### config.mk
export PLATFORM = sky130hd
export DESIGN_NAME = kes_result_dispatcher
export DESIGN_NICKNAME = d
export VERILOG_FILES = /design/src/rtl/kes_result_dispatcher_pkg.sv /design/src/rtl/kes_run_watchdog.sv /design/src/rtl/kes_result_dispatcher.sv
export SDC_FILE = /design/constraint.sdc
export NUM_CORES = 1
export LEC_CHECK = 0
export ABC_AREA = 1
export BUFFER_PORTS_ARGS = -buffer_cell sky130_fd_sc_hd__buf_2
export CAP_MARGIN = 10
export CORE_AREA = 2 2 157 159
export CTS_CLUSTER_DIAMETER = 150
export CTS_CLUSTER_SIZE = 16
export DETAILED_ROUTE_END_ITERATION = 12
export DIE_AREA = 0 0 159 161
export PLACE_DENSITY = 0.83
export SYNTH_ARGS = -nofsm -noshare
export SYNTH_HDL_FRONTEND = slang
export SYNTH_SLANG_ARGS = --single-unit
### constraint.sdc
create_clock -name iClock -period 4.5 [get_ports iClock]
set_clock_uncertainty 0.1 [all_clocks]
set_input_delay 0.225 -clock iClock [delete_from_list [all_inputs] [get_ports iClock]]
set_output_delay 0.225 -clock iClock [all_outputs]
set_load 0.02 [all_outputs]
### src/rtl/kes_result_dispatcher_pkg.sv
// Shared definitions for the KES result dispatcher: FSM encoding, tag layout,
// ELP bus width helper and the watchdog counter width.
// Latency: n/a (package). Backpressure: n/a.
package kes_result_dispatcher_pkg;

    typedef enum logic [1:0] {
        ST_IDLE    = 2'd0,
        ST_RUN     = 2'd1,
        ST_DELIVER = 2'd2
    } kes_state_t;

    // Tag layout, LSB first: last, forwarding, chunk, then the one-hot channel.
    localparam int TAG_LAST_BIT  = 0;
    localparam int TAG_FWD_BIT   = 1;
    localparam int TAG_CHUNK_BIT = 2;
    localparam int TAG_CH_LSB    = 3;

    localparam int TIMEOUT_CNT_W = 8;

    function automatic int tag_width(input int channel);
        return channel + 3;
    endfunction

    function automatic int elp_width(input int gf_degree, input int max_errors);
        return gf_degree * (max_errors + 1);
    endfunction

endpackage

### src/rtl/kes_run_watchdog.sv
// Watchdog for one KES job: clear/enable counter with a terminal flag at KESTimeout.
// Latency: terminal is combinational from the registered count.
// Backpressure: none; counts whenever enabled.
// Ports: iClock/iReset, clear (restart at 0), enable (count this cycle), terminal.
module kes_run_watchdog
    import kes_result_dispatcher_pkg::*;
#(
    parameter int KESTimeout = 255
) (
    input  logic iClock,
    input  logic iReset,
    input  logic clear,
    input  logic enable,
    output logic terminal
);

    logic [TIMEOUT_CNT_W-1:0] count;

    always_ff @(posedge iClock) begin
        if (iReset || clear) begin
            count <= '0;
        end else if (enable) begin
            count <= count + 1'b1;
        end
    end

    assign terminal = (count == TIMEOUT_CNT_W'(KESTimeout));

endmodule

### src/rtl/kes_result_dispatcher.sv
// Tags a launched KES job, waits for its result or a watchdog abort, and hands the
// ELP to the owning channel. Latency: done -> oCSValid 1 cycle; launch -> abort
// result KESTimeout+2 cycles. Backpressure: result held until the owner's iCSReady.
// Ports: launch (iExecuteKES, iChannelSel, tag bits), oKESAvailable, KES result
// (iKESDone, iKESFail, iELPDegree, iELPCoefficients), per-channel oCSValid/iCSReady,
// shared result bus, sticky oProtocolError, saturating oTimeoutCount.
module kes_result_dispatcher
    import kes_result_dispatcher_pkg::*;
#(
    parameter int Channel           = 4,
    parameter int GaloisFieldDegree = 12,
    parameter int MaxErrorCount     = 14,
    parameter int KESTimeout        = 255,
    localparam int ElpW             = elp_width(GaloisFieldDegree, MaxErrorCount)
) (
    input  logic                     iClock,
    input  logic                     iReset,
    input  logic                     iExecuteKES,
    input  logic [Channel-1:0]       iChannelSel,
    input  logic                     iErroredChunkNumber,
    input  logic                     iDataFowarding,
    input  logic                     iLastChunk,
    output logic                     oKESAvailable,
    input  logic                     iKESDone,
    input  logic                     iKESFail,
    input  logic [3:0]               iELPDegree,
    input  logic [ElpW-1:0]          iELPCoefficients,
    output logic [Channel-1:0]       oCSValid,
    input  logic [Channel-1:0]       iCSReady,
    output logic [ElpW-1:0]          oELPCoefficients,
    output logic [3:0]               oELPDegree,
    output logic                     oDecodeFail,
    output logic                     oChunkNumber,
    output logic                     oDataFowarding,
    output logic                     oLastChunk,
    output logic                     oProtocolError,
    output logic [TIMEOUT_CNT_W-1:0] oTimeoutCount
);

    localparam int TagW = tag_width(Channel);

    kes_state_t      state;
    logic [TagW-1:0] tag;
    logic            launch_ok;
    logic            bad_launch;
    logic            bad_done;
    logic            handshake;
    logic            wd_terminal;

    always_comb begin
        launch_ok  = (state == ST_IDLE) && iExecuteKES && $onehot(iChannelSel);
        // Covers both a malformed select in IDLE and any launch while busy.
        bad_launch = iExecuteKES && !launch_ok;
        bad_done   = iKESDone && (state != ST_RUN);
        // Only the owner's ready matters; oCSValid carries a single bit.
        handshake  = (state == ST_DELIVER) && |(oCSValid & iCSReady);
    end

    kes_run_watchdog #(
        .KESTimeout (KESTimeout)
    ) u_watchdog (
        .iClock   (iClock),
        .iReset   (iReset),
        .clear    (launch_ok),
        .enable   (state == ST_RUN),
        .terminal (wd_terminal)
    );

    always_ff @(posedge iClock) begin
        if (iReset) begin
            state            <= ST_IDLE;
            tag              <= '0;
            oKESAvailable    <= 1'b0;
            oCSValid         <= '0;
            oELPCoefficients <= '0;
            oELPDegree       <= '0;
            oDecodeFail      <= 1'b0;
            oChunkNumber     <= 1'b0;
            oDataFowarding   <= 1'b0;
            oLastChunk       <= 1'b0;
            oProtocolError   <= 1'b0;
            oTimeoutCount    <= '0;
        end else begin
            if (bad_launch || bad_done) begin
                oProtocolError <= 1'b1;
            end
            case (state)
                ST_IDLE: begin
                    oKESAvailable <= 1'b1;
                    if (launch_ok) begin
                        tag           <= {iChannelSel, iErroredChunkNumber, iDataFowarding, iLastChunk};
                        oKESAvailable <= 1'b0;
                        state         <= ST_RUN;
                    end
                end
                ST_RUN: begin
                    // A done arriving on the terminal cycle takes precedence over the abort.
                    if (iKESDone || wd_terminal) begin
                        state          <= ST_DELIVER;
                        oCSValid       <= tag[TAG_CH_LSB +: Channel];
                        oChunkNumber   <= tag[TAG_CHUNK_BIT];
                        oDataFowarding <= tag[TAG_FWD_BIT];
                        oLastChunk     <= tag[TAG_LAST_BIT];
                        if (iKESDone) begin
                            oDecodeFail      <= iKESFail;
                            oELPDegree       <= iELPDegree;
                            oELPCoefficients <= iELPCoefficients;
                        end else begin
                            oDecodeFail      <= 1'b1;
                            oELPDegree       <= '0;
                            oELPCoefficients <= '0;
                            if (oTimeoutCount != '1) begin
                                oTimeoutCount <= oTimeoutCount + 1'b1;
                            end
                        end
                    end
                end
                ST_DELIVER: begin
                    // Clearing the bus on handshake keeps it zero whenever nothing is valid.
                    if (handshake) begin
                        state            <= ST_IDLE;
                        oKESAvailable    <= 1'b1;
                        oCSValid         <= '0;
                        oELPCoefficients <= '0;
                        oELPDegree       <= '0;
                        oDecodeFail      <= 1'b0;
                        oChunkNumber     <= 1'b0;
                        oDataFowarding   <= 1'b0;
                        oLastChunk       <= 1'b0;
                    end
                end
                default: begin
                    state <= ST_IDLE;
                end
            endcase
        end
    end

endmodule
# After elaboration in Yosys (flattened, before gate mapping)
# Cells that the tools add are included.
[classes] reduce_logical=18 muxes=27 bitwise_logic=2 eq_ne=9 add_sub_neg=5
[ops] op="180-bit 2-to-1 mux" n=3
[ops] op="180-bit one-hot mux with 2 select lines" n=1
[ops] op="8-bit by 1-bit adder with 8-bit output, second input constant" n=2
[ops] op="4-bit 2-to-1 mux" n=4
[ops] op="4-bit one-hot mux with 2 select lines" n=2
[ops] op="1-bit one-hot mux with 2 select lines" n=5
[ops] op="8-bit == test, second input constant" n=1
[ops] op="1-bit 2-to-1 mux" n=8
[ops] op="8-bit inequality test, second input constant" n=1
[ops] op="2-bit 2-to-1 mux" n=3
[ops] op="2-bit one-hot mux with 3 select lines" n=1
[ops] op="3-bit AND reduction" n=2
[ops] op="1-bit logical AND" n=5
[ops] op="1-bit by 1-bit adder with 2-bit output" n=2
[ops] op="4-bit bitwise AND" n=1
[ops] op="2-bit by 1-bit inequality test with 1-bit output, second input constant" n=2
[ops] op="2-bit inequality test, second input constant" n=2
[ops] op="2-bit AND reduction" n=2
[ops] op="4-bit AND reduction" n=1
[ops] op="2-bit nonzero test" n=2
[ops] op="4-bit OR reduction" n=1
[ops] op="2-bit by 2-bit adder with 3-bit output" n=1
[ops] op="3-bit by 1-bit == test with 1-bit output, second input constant" n=1
[ops] op="1-bit logical OR" n=3
[ops] op="other kinds (5)" n=5
[word_totals] wordCells=74 input_bits=200 output_inout_bits=202 reg_bits=219

# Logic depth before layout (Yosys ltp)
# Gate-level depths: netlist of run 1.
[logic_depth] depth_word=7 depth_mapped=11 ltp_nobuf=11

# Cells and area by module
# A second synthesis of run 1 with hierarchy kept.
[hier_totals] hier_cells=1595 hier_area_um2=10075.9
[modules_own_cells] module="kes_result_dispatcher" cells_per_inst=1542 area_each_um2=9695.5 seq_area_each_um2=4224.1 instances=1
[modules_own_cells] module="kes_run_watchdog" cells_per_inst=53 area_each_um2=380.4 seq_area_each_um2=160.2 instances=1

# Worst setup path before layout of run 1
# OpenSTA, ideal clock, no wires.
[synth_timing] path_kind="input to register" start="in iChannelSel[0]" end="reg tag[5]" n_path_buf=1 stages=10 t_arrival_ns=1.952 t_required_ns=4.272 setup_ns=0.128 slack_ns=2.320 path_cell_list="inv_1 fa_1 inv_1 ha_1 ha_1 nor2_1 nand4_1 clkbuf_1 o21ai_0 a21oi_1"
[synth_via] elab_chain_len=5
[synth_rtl] element="start: declaration" line_no="kes_result_dispatcher.sv:19" rtl="input logic [Channel-1:0] iChannelSel,"
[synth_rtl] element="1-bit by 1-bit adder with 2-bit output (not written as such)" line_no="kes_result_dispatcher.sv:51" rtl="launch_ok = (state == ST_IDLE) && iExecuteKES && $onehot(iChannelSel);"
[synth_rtl] element="2-bit by 2-bit adder with 3-bit output (not written as such)" line_no="kes_result_dispatcher.sv:51"
[synth_rtl] element="3-bit by 1-bit == test with 1-bit output" line_no="kes_result_dispatcher.sv:51"
[synth_rtl] element="1-bit logical AND" line_no="kes_result_dispatcher.sv:51"
[synth_rtl] element="2-bit AND reduction (no source line)"
[synth_rtl] element="end signal: assignment" line_no="kes_result_dispatcher.sv:91" rtl="tag <= {iChannelSel, iErroredChunkNumber, iDataFowarding, iLastChunk};"
[synth_rtl] element="end: declaration" line_no="kes_result_dispatcher.sv:43" rtl="logic [TagW-1:0] tag;"
# Every way passes these cells.
# A chain may end at the register's enable or synchronous reset.

# Worst setup path after layout of run 1
[layout_timing] start="in iChannelSel[0]" end="reg u_watchdog.count[3]"
[layout_via] elab_chain_len=5
[layout_rtl] element="1-bit by 1-bit adder with 2-bit output (not written as such)" line_no="kes_result_dispatcher.sv:51"
[layout_rtl] element="2-bit by 2-bit adder with 3-bit output (not written as such)" line_no="kes_result_dispatcher.sv:51"
[layout_rtl] element="3-bit by 1-bit == test with 1-bit output" line_no="kes_result_dispatcher.sv:51"
[layout_rtl] element="1-bit logical AND" line_no="kes_result_dispatcher.sv:51"
[layout_rtl] element="1-bit logical OR" line_no="kes_run_watchdog.sv:20" rtl="if (iReset || clear) begin"
[layout_rtl] element="end signal: assignment" line_no="kes_run_watchdog.sv:23" rtl="count <= count + 1'b1;"
[layout_rtl] element="end: declaration" line_no="kes_run_watchdog.sv:17" rtl="logic [TIMEOUT_CNT_W-1:0] count;"
# Every way passes these cells.

==> flow_summary.yaml, run 1 <==
clock_tree:
  path_clk_slew_ps: 70
  root_buffer: "clkbuf_16"
  htreeDepth: 1
  cts_tree: "built"
  clkLatencyLatePin_ps: 490
  cts_buffers: 17
  cts.sinks: 219
  post_cts_resized: 0
  clockBufferDepth: 3
placed_design:
  dp_hpwl_microns: 22900
  postPlaceCellArea_sq_um: 13200
  port_buffers: 401
  dp_cells: 2441
  place.gp.congestion: 0.886
sta:
  hold_violations: 1
  rsz0062_at_grt: "false"
  finalSetupViolations: 0
  layout_min_cycle_time_ps: 3000
  worstMarginPinSlew_ps: 1060
  maxSlewViolCount: 0
  hold_slack_ps: -4.63
  fmax_mhz: 333
  finalCritPeriodShare_pct: 66.7
  setup_tns_ps: 0
  slew_headroom_pct: 29.1
worst_setup_path:
  worstPathMaxFanout: 17
  cp-start-kind: "input port"
  endpoint_kind: "flip-flop"
  path_cells: "dlygate4sd3_1 > buf_2 > inv_1 > fa_1 > inv_1 > ha_1 > ha_1 > nor2_1 > nand4_1 > nand2_1 > inv_1 > o21ai_0 > a21oi_1"
  ff2ff_path_depth: 8
  crit_slowest_cell: "dlygate4sd3_1"
  required_ps: 4760
  critical_path_depth: 13
  cp.arrival_ps: 3260
  crit_buf_inv: 5
  cpPeakStageDelay_ps: 520
  path_class: "in -> reg"
  critPathTopFamily: "simple AND/OR/NAND/NOR gates"
  crit_top_cell: "inv_1"
synthesis:
  async_reset_ff_share_pct: 0
  yosys_warnings: 0
  ys_seq_area_share_pct: 38.8
  synth_seq_cells: 219
  ys_types: 22
  yosysMostFrequentCell: "nand2_1"
  synth_edf_count: 0
  synth_area_leaders: "dfxtp_1, nand2_1, inv_1"
  postSynthAreaPerCell_sq_um: 6.17
  syn_inst: 1830
  syn_nets: 2035
  syn_area_sq_um: 11300
  yosys.area.top_type: "dfxtp_1"
  ys_top_cells_by_count: "nand2_1, inv_1, dfxtp_1, nor2_1, nand4_1"
  synth_top_area_share_pct: 38.8
  synth_flop_cell: "dfxtp_1"
routing:
  vias: 12900
  avgRoutedWirePerCell_microns: 14.9
  route.detailed.drc: 0
  dr.first_iter.drc_count: 1433
  drt_wl_total_microns: 38400
  firstDrtPassIters: 5
  ant_nets: 0
  viasPerCell: 4.99
floorplan:
  rows: 57
  core_sq_um: 24000
  ios: 402
  die_y_microns: 161
  die_area_sq_um: 25600
  start_util_pct: 47.1
  dieWidth_microns: 159
run_status:
  violations: "negative hold slack"
  status: "complete, but fails checks"
cells_and_area:
  instances_no_fill: 2585
  fin_util_pct: 62.1
  fin_area_sq_um: 14900
  final_nets: 2465
  area_growth_pct: 31.7
  nFillCells: 1997
  layout-drive-gt1-share_pct: 19.5
worst_hold_path:
  holdPathStages: 5
  hold_path.class: "in -> reg"
global_route:
  overflow: 0
  grt_pass1_wl_microns: 60700
  antenna_found_initial: 1
  grt_max_degree: 125
  grt_pass1_vias: 12400
  grt_use_total_pct: 28.5
pwr:
  vdd_ir_drop_max_mv: 0.307
  power-per-cell-area_nw_per_um2: 377
  power_mw: 5.60
  power.leakage_nw: 8.09
job:
  maxCapViolations: 0
[cells by family after synthesis]
| kind of cell | share of synthesized area [%] |
|---|---|
| and+or+nand+nor | 38.3 |
| buffers and inverters | 19.4 |
| DFF | 38.8 |
| AOI/OAI and AO/OA | 2.50 |
| adders and majority gates | 0.621 |
| xor gates and xnor gates | 0.310 |
[registers in the layout, summed over array words and instances, names as in the netlist]
register	cells
oCSValid	4
oChunkNumber	1
oDataFowarding	1
oDecodeFail	1
oELPCoefficients	180
oELPDegree	4
oKESAvailable	1
oLastChunk	1
oProtocolError	1
oTimeoutCount	8
state	2
tag	7
u_watchdog.count	8
[worst min-delay path, stage by stage]
cell and delay (ps):
buf_2 80, nand2_1 40, nand4_1 70, nand2_1 50, nor2_1 80
[stage by stage]
stage	setup slack, ps	hold slack, ps
after floorplan	2320	270
after global placement	1640	335
after detailed placement	1620	339
after CTS	1580	0.0547
after global routing	1330	11.5
final	1500	-4.63
[power by group]
group / internal (mW) / switching [mW]
Sequential: 2.18 / 0.131
Clock: 0.675 / 0.703
Combinational: 0.667 / 1.24
Total: 3.53 / 2.08
[per-layer routing]
layer	vias up	track usage, %	share of wire, %	wire, microns
li1	6304	-	-	-
met1	5757	32.7	38	14700
met2	709	48.9	47	18100
met3	142	7.22	9.3	3590
met4	0	15.1	5.4	2090
met5	-	0	0	0
[worst paths after layout]
path | start | endpoint | slack, ps
min reg2reg | tag[1]$_SDFFE_PP0P_ | tag[1]$_SDFFE_PP0P_ | 350
max reg2reg | state[0]$_SDFFE_PP0P_ | oELPCoefficients[108]$_SDFFE_PP0P_ | 1520
min | iELPCoefficients[125] | oELPCoefficients[125]$_SDFFE_PP0P_ | -5
max | iChannelSel[0] | u_watchdog.count[3]$_SDFFE_PP0P_ | 1500
[final cells by class]
type / count / area (sq um) / area share, %
flip-flops and latches: 219 / 4380 / 29.5
repair buffers: 539 / 3390 / 22.8
clock inverters: 1 / 7.51 / 0.0505
diodes: 2 / 5.00 / 0.0336
inverters: 401 / 1510 / 10.2
clock buffers: 17 / 425 / 2.86
well taps: 324 / 405 / 2.73
multi-input cells: 1082 / 4750 / 31.9
[layout by cell type (no fill, tap or decap), types with 3 or more instances in the layout]
cell type      Yosys  layout
clkbuf_16          0      17
dfxtp_1          219     219
buf_2             35     401
buf_12             0       3
nor2_1           199     198
nand2_1          610     608
xor2_1             4       4
nand3_1           13      13
dlygate4sd3_1      0     124
ha_1               4       4
buf_4              4      11
o21ai_0           21      21
inv_1            401     400
a21oi_1           34      34
nand4_1          189     189
[what timing repair did]
action,CTS,global route
buffers inserted,0,0
hold endpoints to repair,124,0
hold buffers,124,0
No activity file was read; power rests on OpenSTA's default activity.
==> run 2, diff against run 1 <==
==> constraint.sdc (replaced) <==
create_clock -name iClock -period 3.1 [get_ports iClock]
set_clock_uncertainty 0.1 [all_clocks]
set_input_delay 0.155 -clock iClock [delete_from_list [all_inputs] [get_ports iClock]]
set_output_delay 0.155 -clock iClock [all_outputs]
set_load 0.02 [all_outputs]
==> run 2 against run 1 <==
  * The flow now finishes without violations
  * Sequential power up 46%
  * Design area is 6.0% higher
  * Clock-buffer cell count did not move
  * Die area is the same
  * Worst hold slack gained 94 ps
  * Non-clock buffer count is 82 higher
  * First-iteration DRC count up 33%
  * Sequential share of layout area shrank 1.7 points
==> flow_summary.yaml, run 2 (synthesis gave the netlist of run 1 again) <==
cells_and_area:
  largest_reg_flops: 180
  layout-drive-gt1-share_pct: 19.3
  nFillCells: 1820
  most-common-layout-cells: "nand2_1, buf_2, inv_1"
  area_growth_pct: 39.6
  fin_util_pct: 65.8
  regMostFlops: "oELPCoefficients"
  top_regs: "oELPCoefficients (180), oTimeoutCount (8), u_watchdog.count (8)"
  final_nets: 2547
  layout_commonest_cell: "nand2_1"
  num_antenna_cells: 0
clock_tree:
  cts_tree: "built"
  htreeDepth: 1
  clockBufferDepth: 3
  clkLatencyLatePin_ps: 500
  cts_buffers: 17
  root_buffer: "clkbuf_16"
  post_cts_resized: 0
  cts.sinks: 219
  path_clk_slew_ps: 70
sta:
  rsz0062_at_grt: "false"
  worstMarginPinSlew_ps: 659
  setup_tns_ps: 0
  maxSlewViolCount: 0
  finalCritPeriodShare_pct: 88.2
  finalSetupViolations: 0
  slew_headroom_pct: 56.1
  layout_min_cycle_time_ps: 2730
  fmax_mhz: 366
  hold_violations: 0
routing:
  avgRoutedWirePerCell_microns: 16.0
  vias: 13900
  route.detailed.drc: 0
  viasPerCell: 5.20
  firstDrtPassIters: 7
  ant_nets: 0
  dr.first_iter.drc_count: 1907
  drt_wl_total_microns: 42600
worst_setup_path:
  endpoint_kind: "flip-flop"
  cpPeakStageDelay_ps: 570
  critPathTopFamily: "buffers and inverters"
  cp-start-kind: "input port"
  path_cells: "dlygate4sd3_1 > buf_2 > inv_1 > fa_1 > inv_1 > ha_1 > ha_1 > nor2_1 > nand4_1 > buf_4 > nand2_1 > a21oi_1 > dlygate4sd3_1"
  r2r_start: "state[1]$_SDFFE_PP0P_"
  ff2ff_path_depth: 8
  crit_slowest_cell: "dlygate4sd3_1"
  critical_path_depth: 13
  path_class: "in -> reg"
  cp-startpoint: "iChannelSel[0]"
  cp.arrival_ps: 3020
  worstPathMaxFanout: 16
  crit_buf_inv: 6
  required_ps: 3390
placed_design:
  dp_hpwl_microns: 23200
  place.gp.congestion: 0.931
  port_buffers: 401
floorplan:
  core_sq_um: 24000
  dieWidth_microns: 159
  rows: 57
  die_y_microns: 161
  ios: 402
  die_area_sq_um: 25600
  start_util_pct: 47.1
global_route:
  overflow: 0
  grt_pass1_wl_microns: 67600
  antenna_found_initial: 0
  grt_pass1_vias: 13100
  grt_use_total_pct: 31.7
  grt_max_degree: 108
worst_hold_path:
  hold_path.class: "in -> reg"
  holdPathStages: 7
  min-delay-start: "iCSReady[1]"
job:
  maxCapViolations: 0
pwr:
  vdd_ir_drop_max_mv: 0.497
  power.leakage_nw: 8.49
  power-per-cell-area_nw_per_um2: 531
run_status:
  status: "completed"
run 2: changes by cell type in the layout (fill, tap and decap cells not counted):
| cell | before | now |
|---|---|---|
| buf_12 | 3 | 10 |
| inv_6 | 1 | 2 |
| buf_4 | 11 | 14 |
| dlygate4sd3_1 | 124 | 196 |
| diode_2 | 2 | 0 |
run 2: repair_timing:
action	4_1_cts	5_1_grt
setup buffers	0	0
hold endpoints to repair	207	0
hold buffers	196	0
run 2: tightest hold or removal path, cell delays in order:
cell,delay [ps]
buf_2,80
nand2_1,40
nand2_1,50
nor2_1,80
a21oi_1,140
nor2_1,50
nor2_1,70
run 2: metrics by stage:
stage	area, sq um	instances	worst slack [ps]	hold slack, ps	power [mW]
floorplan	11300	1830	990	200	5.25
global placement	13400	2451	877	338	5.96
detailed placement	13400	2451	882	347	6.02
CTS	15800	2666	417	68.2	8.23
global route	15800	2666	258	140	8.84
finish	15800	2666	365	89.5	8.37
run 2: metal layers:
metal	track usage [%]	wire length (microns)	vias to the layer above
met5	0	0	-
li1	-	-	6466
met2	52.7	19800	955
met1	38.7	16000	6245
met4	16.7	2510	0
met3	6.73	4340	198
run 2: layout make-up:
class	instances	area (sq um)	area share [%]
repair buffers	621	4270	27.1
clock buffers	17	425	2.70
well taps	324	405	2.57
inverters	401	1510	9.58
flip-flops and latches	219	4380	27.8
clock inverters	2	16.3	0.103
multi-input cells	1082	4750	30.1
run 2: report_power, final:
| part | switching [mW] | total (mW) | internal, mW | leakage [nW] |
|---|---|---|---|---|
| Sequential | 0.197 | 3.37 | 3.17 | 1.79 |
| Clock | 1.03 | 2.02 | 0.986 | 0.214 |
| Combinational | 1.92 | 2.98 | 1.07 | 6.49 |
| Total | 3.15 | 8.37 | 5.22 | 8.49 |
run 2: worst paths after layout:
check	to	slack, ps
max	oProtocolError$_SDFFE_PP0P_	370
min	oKESAvailable$_SDFFE_PP0P_	90
min reg2reg	tag[2]$_SDFFE_PP0P_	360
max reg2reg	oDecodeFail$_SDFFE_PP0P_	390
